**src/rtl/axil_cfg_master.sv**
```systemverilog
// Single-outstanding AXI4-Lite initiator: each accepted command becomes one
// AXI-Lite write or read, and then one response with data, resp code and timeout flag.
module axil_cfg_master #(
  parameter int ADDR_WIDTH     = 32,
  parameter int TIMEOUT_CYCLES = 1024
) (
  input  logic                  clk,
  input  logic                  reset_n,
  input  logic                  cmd_valid,
  output logic                  cmd_ready,
  input  logic                  cmd_wr,
  input  logic [ADDR_WIDTH-1:0] cmd_addr,
  input  logic [31:0]           cmd_wdata,
  input  logic [3:0]            cmd_wstrb,
  output logic                  rsp_valid,
  input  logic                  rsp_ready,
  output logic [31:0]           rsp_rdata,
  output logic [1:0]            rsp_resp,
  output logic                  rsp_timeout,
  output logic                  busy,
  output logic [ADDR_WIDTH-1:0] m_axi_lite_awaddr,
  output logic                  m_axi_lite_awvalid,
  input  logic                  m_axi_lite_awready,
  output logic [31:0]           m_axi_lite_wdata,
  output logic [3:0]            m_axi_lite_wstrb,
  output logic                  m_axi_lite_wvalid,
  input  logic                  m_axi_lite_wready,
  input  logic [1:0]            m_axi_lite_bresp,
  input  logic                  m_axi_lite_bvalid,
  output logic                  m_axi_lite_bready,
  output logic [ADDR_WIDTH-1:0] m_axi_lite_araddr,
  output logic                  m_axi_lite_arvalid,
  input  logic                  m_axi_lite_arready,
  input  logic [31:0]           m_axi_lite_rdata,
  input  logic [1:0]            m_axi_lite_rresp,
  input  logic                  m_axi_lite_rvalid,
  output logic                  m_axi_lite_rready
);

  typedef enum logic [2:0] {IDLE, WR, WR_RESP, RD_ADDR, RD_DATA, RESP} state_t;

  localparam logic [31:0] TMO = 32'(TIMEOUT_CYCLES);

  state_t      state;
  logic [31:0] cnt;
  logic        expire;
  logic        aw_fin;
  logic        w_fin;

  // The accept cycle counts as elapsed, so a timed-out command reaches RESP
  // exactly TIMEOUT_CYCLES cycles after it was accepted.
  assign expire = (TMO != 32'd0) && ((cnt + 32'd2) >= TMO);

  assign aw_fin    = !m_axi_lite_awvalid || m_axi_lite_awready;
  assign w_fin     = !m_axi_lite_wvalid  || m_axi_lite_wready;
  assign cmd_ready = reset_n && (state == IDLE);
  assign busy      = (state != IDLE);

  always_ff @(posedge clk or negedge reset_n) begin
    if (!reset_n) begin
      state              <= IDLE;
      cnt                <= '0;
      m_axi_lite_awaddr  <= '0;
      m_axi_lite_awvalid <= 1'b0;
      m_axi_lite_wdata   <= '0;
      m_axi_lite_wstrb   <= '0;
      m_axi_lite_wvalid  <= 1'b0;
      m_axi_lite_bready  <= 1'b0;
      m_axi_lite_araddr  <= '0;
      m_axi_lite_arvalid <= 1'b0;
      m_axi_lite_rready  <= 1'b0;
      rsp_valid          <= 1'b0;
      rsp_rdata          <= '0;
      rsp_resp           <= '0;
      rsp_timeout        <= 1'b0;
    end else begin
      case (state)
        IDLE: begin
          if (cmd_valid) begin
            cnt <= '0;
            if (cmd_wr) begin
              m_axi_lite_awaddr  <= cmd_addr;
              m_axi_lite_wdata   <= cmd_wdata;
              m_axi_lite_wstrb   <= cmd_wstrb;
              m_axi_lite_awvalid <= 1'b1;
              m_axi_lite_wvalid  <= 1'b1;
              state              <= WR;
            end else begin
              m_axi_lite_araddr  <= cmd_addr;
              m_axi_lite_arvalid <= 1'b1;
              state              <= RD_ADDR;
            end
          end
        end
        WR: begin
          cnt <= cnt + 32'd1;
          if (m_axi_lite_awvalid && m_axi_lite_awready) m_axi_lite_awvalid <= 1'b0;
          if (m_axi_lite_wvalid && m_axi_lite_wready) m_axi_lite_wvalid <= 1'b0;
          if (aw_fin && w_fin) begin
            m_axi_lite_bready <= 1'b1;
            state             <= WR_RESP;
          end else if (expire) begin
            m_axi_lite_awvalid <= 1'b0;
            m_axi_lite_wvalid  <= 1'b0;
            rsp_valid <= 1'b1; rsp_timeout <= 1'b1; rsp_resp <= 2'b10; rsp_rdata <= '0;
            state     <= RESP;
          end
        end
        WR_RESP: begin
          cnt <= cnt + 32'd1;
          if (m_axi_lite_bvalid) begin
            m_axi_lite_bready <= 1'b0;
            rsp_valid <= 1'b1; rsp_timeout <= 1'b0; rsp_resp <= m_axi_lite_bresp; rsp_rdata <= '0;
            state     <= RESP;
          end else if (expire) begin
            m_axi_lite_bready <= 1'b0;
            rsp_valid <= 1'b1; rsp_timeout <= 1'b1; rsp_resp <= 2'b10; rsp_rdata <= '0;
            state     <= RESP;
          end
        end
        RD_ADDR: begin
          cnt <= cnt + 32'd1;
          if (m_axi_lite_arready) begin
            m_axi_lite_arvalid <= 1'b0;
            m_axi_lite_rready  <= 1'b1;
            state              <= RD_DATA;
          end else if (expire) begin
            m_axi_lite_arvalid <= 1'b0;
            rsp_valid <= 1'b1; rsp_timeout <= 1'b1; rsp_resp <= 2'b10; rsp_rdata <= '0;
            state     <= RESP;
          end
        end
        RD_DATA: begin
          cnt <= cnt + 32'd1;
          // A data beat arriving in the expiry cycle still completes normally.
          if (m_axi_lite_rvalid) begin
            m_axi_lite_rready <= 1'b0;
            rsp_valid <= 1'b1; rsp_timeout <= 1'b0; rsp_resp <= m_axi_lite_rresp;
            rsp_rdata <= m_axi_lite_rdata;
            state     <= RESP;
          end else if (expire) begin
            m_axi_lite_rready <= 1'b0;
            rsp_valid <= 1'b1; rsp_timeout <= 1'b1; rsp_resp <= 2'b10; rsp_rdata <= '0;
            state     <= RESP;
          end
        end
        RESP: begin
          if (rsp_ready) begin
            rsp_valid <= 1'b0;
            state     <= IDLE;
          end
        end
        default: state <= IDLE;
      endcase
    end
  end

endmodule

```
**config.mk**
```make
export PLATFORM = sky130hd
export DESIGN_NAME = axil_cfg_master
export DESIGN_NICKNAME = d
export VERILOG_FILES = /design/src/rtl/axil_cfg_master.sv
export SDC_FILE = /design/constraint.sdc
export NUM_CORES = 1
export LEC_CHECK = 0
export CELL_PAD_IN_SITES_DETAIL_PLACEMENT = 2
export CELL_PAD_IN_SITES_GLOBAL_PLACEMENT = 2
export CORE_MARGIN = 5
export CORE_UTILIZATION = 36
export DETAILED_ROUTE_END_ITERATION = 8
export DONT_BUFFER_PORTS = 1
export GPL_TIMING_DRIVEN = 0
export PLACE_DENSITY = 0.87
export SLEW_MARGIN = 20
export SYNTH_ARGS = -nofsm -noshare
export SYNTH_HDL_FRONTEND = slang
export SYNTH_SLANG_ARGS = --single-unit
```
**constraint.sdc**
```tcl
create_clock -name clk -period 3 [get_ports clk]
set_input_delay 0.3 -clock clk [delete_from_list [all_inputs] [get_ports clk]]
set_output_delay 0.3 -clock clk [all_outputs]
set_load 0.05 [all_outputs]
```
==> results.yml, run 1 <==
placement:
  place_inst: 975
  place_ws_ns: -0.591
  gp_congestion: 0.819
  portBuffers: 0
  post-dp-hpwl_mm: 17.6
  dpl_cell_area_sq_um: 8380
cts:
  root_buffer: "clkbuf_16"
  insertion_delay_ns: 0.44
  clk_pin_slew_ns: 0.08
  cts.sinks: 176
  cts_buffers: 17
  htree_levels: 4
  clk_path_buf_depth: 2
  cts_tree: "done"
timing:
  maxSlewViolCount: 0
  hold_slack_ns: -0.431
  slew_headroom_pct: 46.9
  min_period_ns: 3.24
  setup_viol: 43
  setup_ws_ns: -0.245
  rsz0062_at_grt: "yes"
  skew_ns: 0.0108
  min_period_over_period_pct: 108
  finalHoldViolCount: 176
  max_slew.worst_pin.slew_ns: 0.797
  fmax_mhz: 308
min_path:
  worst_hold_path_type: "in -> async"
global_route:
  grt_max_degree: 178
  grt_antenna_before_repair: 1
  grt_pass1_wl_mm: 45.2
  grt.overflow.total: 0
  grt_pass1_vias: 7022
  grt_usage_pct: 22.7
synth:
  synthTopCellsByArea: "dfrtp_1 (55%), mux2_2 (14%), o31ai_2 (4.7%)"
  ys_top_cells_by_count: "dfrtp_1 (176), mux2_2 (101), nand2_1 (61)"
  ys.flop_type: "dfrtp_1"
  yosys_warnings: 0
  synthCells: 695
  ys_ff_latch: 176
  synth_largest_area_cell: "dfrtp_1"
  yosysMostFrequentCell: "dfrtp_1"
  synth.top_cell.area_share_pct: 54.8
  synth_async_sr_flop_share_pct: 100
  syn_area_sq_um: 8030
  mappedNetlistNets: 812
  synth_edf_count: 0
  yosysSeqAreaShare_pct: 54.8
  synthDistinctLibCells: 55
  synth_area_per_cell_sq_um: 11.6
cells_and_area:
  drive_gt1_share_pct: 30.4
  final_cell_area_sq_um: 10300
  fin_nets: 931
  layout.cells.non_filler: 1108
  area_delta_synth_final_pct: 28.8
  nFillCells: 2106
die:
  rows: 54
  ios: 257
  initial_core_util_pct: 36.7
  design.die.area_sq_um: 25400
  core-area_sq_um: 21900
  die_y_um: 159
  die_w_um: 159
setup_path:
  timing.critical_path.to: "state[1]"
  r2r_end: "state[1]"
  worst-endpoint-required_ns: 3.36
  reg2reg_from: "cnt[1]"
  crit_path_start: "cnt[1]"
  cp_max_fo: 4
  regToRegSetupSlack_ns: -0.24
  endpoint_kind: "flip-flop"
  reg2regPathDepth: 10
  path_class: "reg -> reg"
  crit_arrival_ns: 3.60
  cp-start-kind: "flip-flop"
power_and_ir_drop:
  leakage_nw: 4.34
  irDropWorstVdd_v: 0.000766
  pwr_density_cell_nw_per_um2: 1210
drt:
  wl_per_cell_um: 30.0
  ant_nets: 0
  routed_via_density: 5.64
  vias: 6251
  drc: 0
  drt_pass1_iterations: 4
  wl_mm: 33.2
  first_iter_violations: 354
outcome:
  violations: "negative hold slack, negative setup slack"
  status: "complete, but fails checks"
job:
  maxCapViolCount: 0
cell families after synthesis:
family | share of synthesized area, %
buffers and inverters | 4.44
and+or+nand+nor | 11.6
DFF | 54.8
adders and majority gates | 0.467
muxes | 14.2
AOI/OAI and AO/OA | 10.7
xor gates and xnor gates | 3.82
worst max-delay path, stage by stage (launching register included):
cell and delay, ns:
dfrtp_1 0.45, ha_4 0.20, nand3_4 0.08, or4_4 0.53, or4_4 0.49, a22oi_2 0.18
o2111a_1 0.28, buf_4 0.14, nand4_1 0.13, or4_4 0.52, a21oi_2 0.15
final cells by class:
class / instances / area, sq um / share of cell area [%]
clock inverters: 15 / 211 / 2.04
multi-input cells: 432 / 3570 / 34.5
diodes: 1 / 2.50 / 0.0242
clock buffers: 17 / 425 / 4.11
flip-flops and latches: 176 / 4410 / 42.6
well taps: 280 / 350 / 3.39
plain buffers: 33 / 166 / 1.61
repair buffers: 110 / 1040 / 10.0
inverters: 44 / 165 / 1.60
metal layers:
layer / part of all wire (%) / routed length (um) / track usage [%] / vias up
met1: 36 / 11900 / 25.3 / 3265
met4: 2.2 / 721 / 5.04 / 0
met5: 0 / 0 / 0 / -
met2: 54 / 17900 / 40.7 / 271
met3: 8.1 / 2680 / 9.06 / 52
li1: - / - / - / 2663
power breakdown:
group	switching (mW)	leakage, nW	internal, mW	total (mW)
logic	1.34	1.83	1.23	2.57
registers	4.28	2.20	3.26	7.54
clock network	1.20	0.303	1.22	2.43
total	6.82	4.34	5.72	12.5
worst min-delay path by stage:
stage	slack [ns]	cells past startpoint	endpoint
6_report	-0.43	0	rsp_rdata[31]
5_1_grt	-0.45	0	rsp_rdata[31]
4_1_cts	-0.45	0	rsp_rdata[24]
3_5_place_dp	0.02	0	rsp_rdata[26]
3_3_place_gp	0.02	0	rsp_rdata[26]
2_1_floorplan	0.004	0	cnt[0]
state kept, by name, summed over array words and instances, names as in the netlist:
name	cells
m_axi_lite_wdata	32
cnt	32
m_axi_lite_wvalid	1
state	3
m_axi_lite_awaddr	32
m_axi_lite_bready	1
rsp_timeout	1
rsp_resp	2
m_axi_lite_arvalid	1
m_axi_lite_araddr	32
m_axi_lite_wstrb	4
rsp_rdata	32
m_axi_lite_awvalid	1
m_axi_lite_rready	1
rsp_valid	1
timing repair:
item                                   CTS  global route
setup endpoints to repair               88            51
gates resized for setup                 49            32
hold buffers                            44            26
pin swaps                               16             7
cloned                                   1             0
setup buffers                           32             8
endpoints found under the hold margin  221           203
through the flow:
stage / setup TNS [ns] / power (mW) / hold slack [ns] / utilization, %
floorplan: 0 / 8.69 / 0.00441 / -
global placement: -17.06 / 9.27 / 0.0207 / 38.3
detailed placement: -24.48 / 9.47 / 0.0190 / 38.3
CTS: -0.328 / 12.1 / -0.450 / 45.3
global route: -8.53 / 13.0 / -0.452 / 47.3
finish: -6.43 / 12.5 / -0.431 / 47.3
cells in the final DEF (no fill, tap or decap), drive strengths merged, types with 2 or more instances in the layout:
cell and count:
nand2 61, buf 45, or4 4, a21oi 17
a221o 2, ha 3, and2 5, mux2 101
nor2b 6, nor2 44, o21a 2, clkinv 8
a211o 2, a32oi 2, dlygate4sd3 70, o22ai 4
and3 9, inv 49, nor4 8, o21ai 13
nand4 14, o22a 2, nand2b 2, o31ai 33
xnor2 15, a22oi 6, xor2 20, or3 5
a211oi 2, clkbuf 45, and4 2, nand3 22
dfrtp 176, nor3 10, a311oi 2
No activity file was read; power rests on OpenSTA's default activity.
==> inputs of run 2 (changes only) <==
==> constraint.sdc (replaced) <==
create_clock -name clk -period 3 [get_ports clk]
set_input_delay 0.15 -clock clk [delete_from_list [all_inputs] [get_ports clk]]
set_output_delay 0.15 -clock clk [all_outputs]
set_load 0.05 [all_outputs]
==> results.yml, run 2 (synthesized netlist as in run 1, its figures left out) <==
cells_and_area:
  final_cell_mix: "dfrtp_1 (170), dlygate4sd3_1 (111), mux2_2 (101)"
  fin_nets: 975
  layout.cells.non_filler: 1152
  final_common_cell: "dfrtp_1"
  area_delta_synth_final_pct: 36.8
  utilization_pct: 50.2
  drive_gt1_share_pct: 29.2
setup_path:
  path_class: "reg -> reg"
  cpMostUsedCell: "or4_4"
  cp-start-kind: "flip-flop"
  slowest_delay_ns: 0.53
  worst_path_max_delay_cell: "or4_4"
  crit_chain: "ha_4 > nand3_4 > or4_4 > or4_4 > a22oi_2 > o2111a_1 > and4_4 > a21oi_4 > buf_6 > clkbuf_16 > o31ai_4"
  endpoint_kind: "flip-flop"
  cp_max_fo: 5
  crit_arrival_ns: 3.70
  cp_top_family: "simple AND/OR/NAND/NOR gates"
  path_buf_inv: 2
  worst-endpoint-required_ns: 3.36
global_route:
  grt_pass1_vias: 7830
  grt_antenna_before_repair: 1
  grt.overflow.total: 0
  grt_max_degree: 178
  grt_pass1_wl_mm: 50.7
  grt_usage_pct: 25.8
placement:
  place_inst: 975
  post-dp-hpwl_mm: 17.6
  gp_congestion: 0.819
  portBuffers: 0
drt:
  drt_pass1_iterations: 4
  wl_mm: 37.1
  routed_via_density: 5.81
  first_iter_violations: 479
  drc: 0
  wl_per_cell_um: 32.2
  vias: 6690
  ant_nets: 0
timing:
  setup_tns_ns: -7.72
  min_period_ns: 3.34
  setup_viol: 44
  skew_ns: 0.0230
  min_period_over_period_pct: 111
  finalHoldViolCount: 176
  maxSlewViolCount: 0
  hold_slack_ns: -0.601
  rsz0062_at_grt: "yes"
  slew_headroom_pct: 50.0
  fmax_mhz: 299
  max_slew.worst_pin.slew_ns: 0.742
  setup_ws_ns: -0.343
die:
  die_y_um: 159
  rows: 54
  core-area_sq_um: 21900
  ios: 257
  initial_core_util_pct: 36.7
  design.die.area_sq_um: 25400
  die_w_um: 159
power_and_ir_drop:
  leakage_nw: 4.57
  pwr_density_cell_nw_per_um2: 1170
  irDropWorstVdd_v: 0.000657
cts:
  htree_levels: 4
  cts.sinks: 176
  root_buffer: "clkbuf_16"
  clk_pin_slew_ns: 0.10
  cts_buffers: 17
  cts_tree: "done"
  insertion_delay_ns: 0.46
  clk_path_buf_depth: 2
  ctsHoldBuffers: 111
job:
  maxCapViolCount: 0
outcome:
  status: "complete, but fails checks"
  violations: "negative hold slack, negative setup slack"
min_path:
  worst_hold_path_type: "in -> async"
## run 2: cell types whose count changed in the layout (fill, tap and decap cells not counted), moves of 2 or more
cell	delta
dlygate4sd3_1	+41
o31ai_2	-14
o31ai_4	+14
buf_4	-3
a21oi_1	-2
a21oi_2	+2
buf_12	+2
clkbuf_16	+2
nor3_1	+2
nor3_2	-2
## run 2: area by class of cell
| class | count | area (sq um) |
|---|---|---|
| fill | 2039 | 10900 |
| sequential | 176 | 4410 |
| multi-input combinational | 432 | 3710 |
| timing repair buffer | 155 | 1570 |
| clock buffer | 17 | 425 |
| tap | 280 | 350 |
| clock inverter | 15 | 211 |
| inverter | 44 | 165 |
| buffer | 32 | 149 |
| antenna | 1 | 2.50 |
## run 2: path summary, 6_finish.rpt
kind	slack, ns	to	cells past startpoint	from
worst min register to register	0.67	cnt[25]	2	cnt[25]
max in group asynchronous	3.09	cnt[20]	0	reset_n
min in group clk	0.06	rsp_timeout	2	m_axi_lite_bvalid
worst max-delay path	-0.34	rsp_rdata[4]	11	cnt[1]
worst min-delay path	-0.60	rsp_rdata[25]	0	reset_n
worst max register to register	-0.34	rsp_rdata[4]	11	cnt[1]
## run 2: report_power, final
part           internal, mW  leakage [nW]  switching, mW
clock network          1.22         0.303           1.24
registers              3.26          2.20           4.31
logic                  1.32          2.07           1.48
total                  5.81          4.57           7.02
## run 2: timing repair
item                                    4_1_cts  5_1_grt
buffers inserted                             32       13
gates resized for setup                      49       60
cloned                                        1        2
hold endpoints to repair                    317      176
pin swaps                                    16       10
endpoints found under the setup margin       88       58
## run 2: per-stage QoR
stage | power (mW) | setup WS (ns) | instance area, sq um
global placement | 9.27 | -0.452 | 8380
CTS | 12.1 | -0.0920 | 10600
floorplan | 8.69 | 0.0482 | 8030
finish | 12.8 | -0.343 | 11000
detailed placement | 9.47 | -0.591 | 8380
global route | 13.3 | -0.372 | 11000
## run 2: metal layers
layer,global-route usage (%),wire [um],up-vias,share of wire (%)
met5,0,0,-,0
met4,9.31,1350,0,3.6
met3,8.62,2810,100,7.6
met2,46.3,20000,364,54
met1,28.5,13000,3474,35
li1,-,-,2752,-
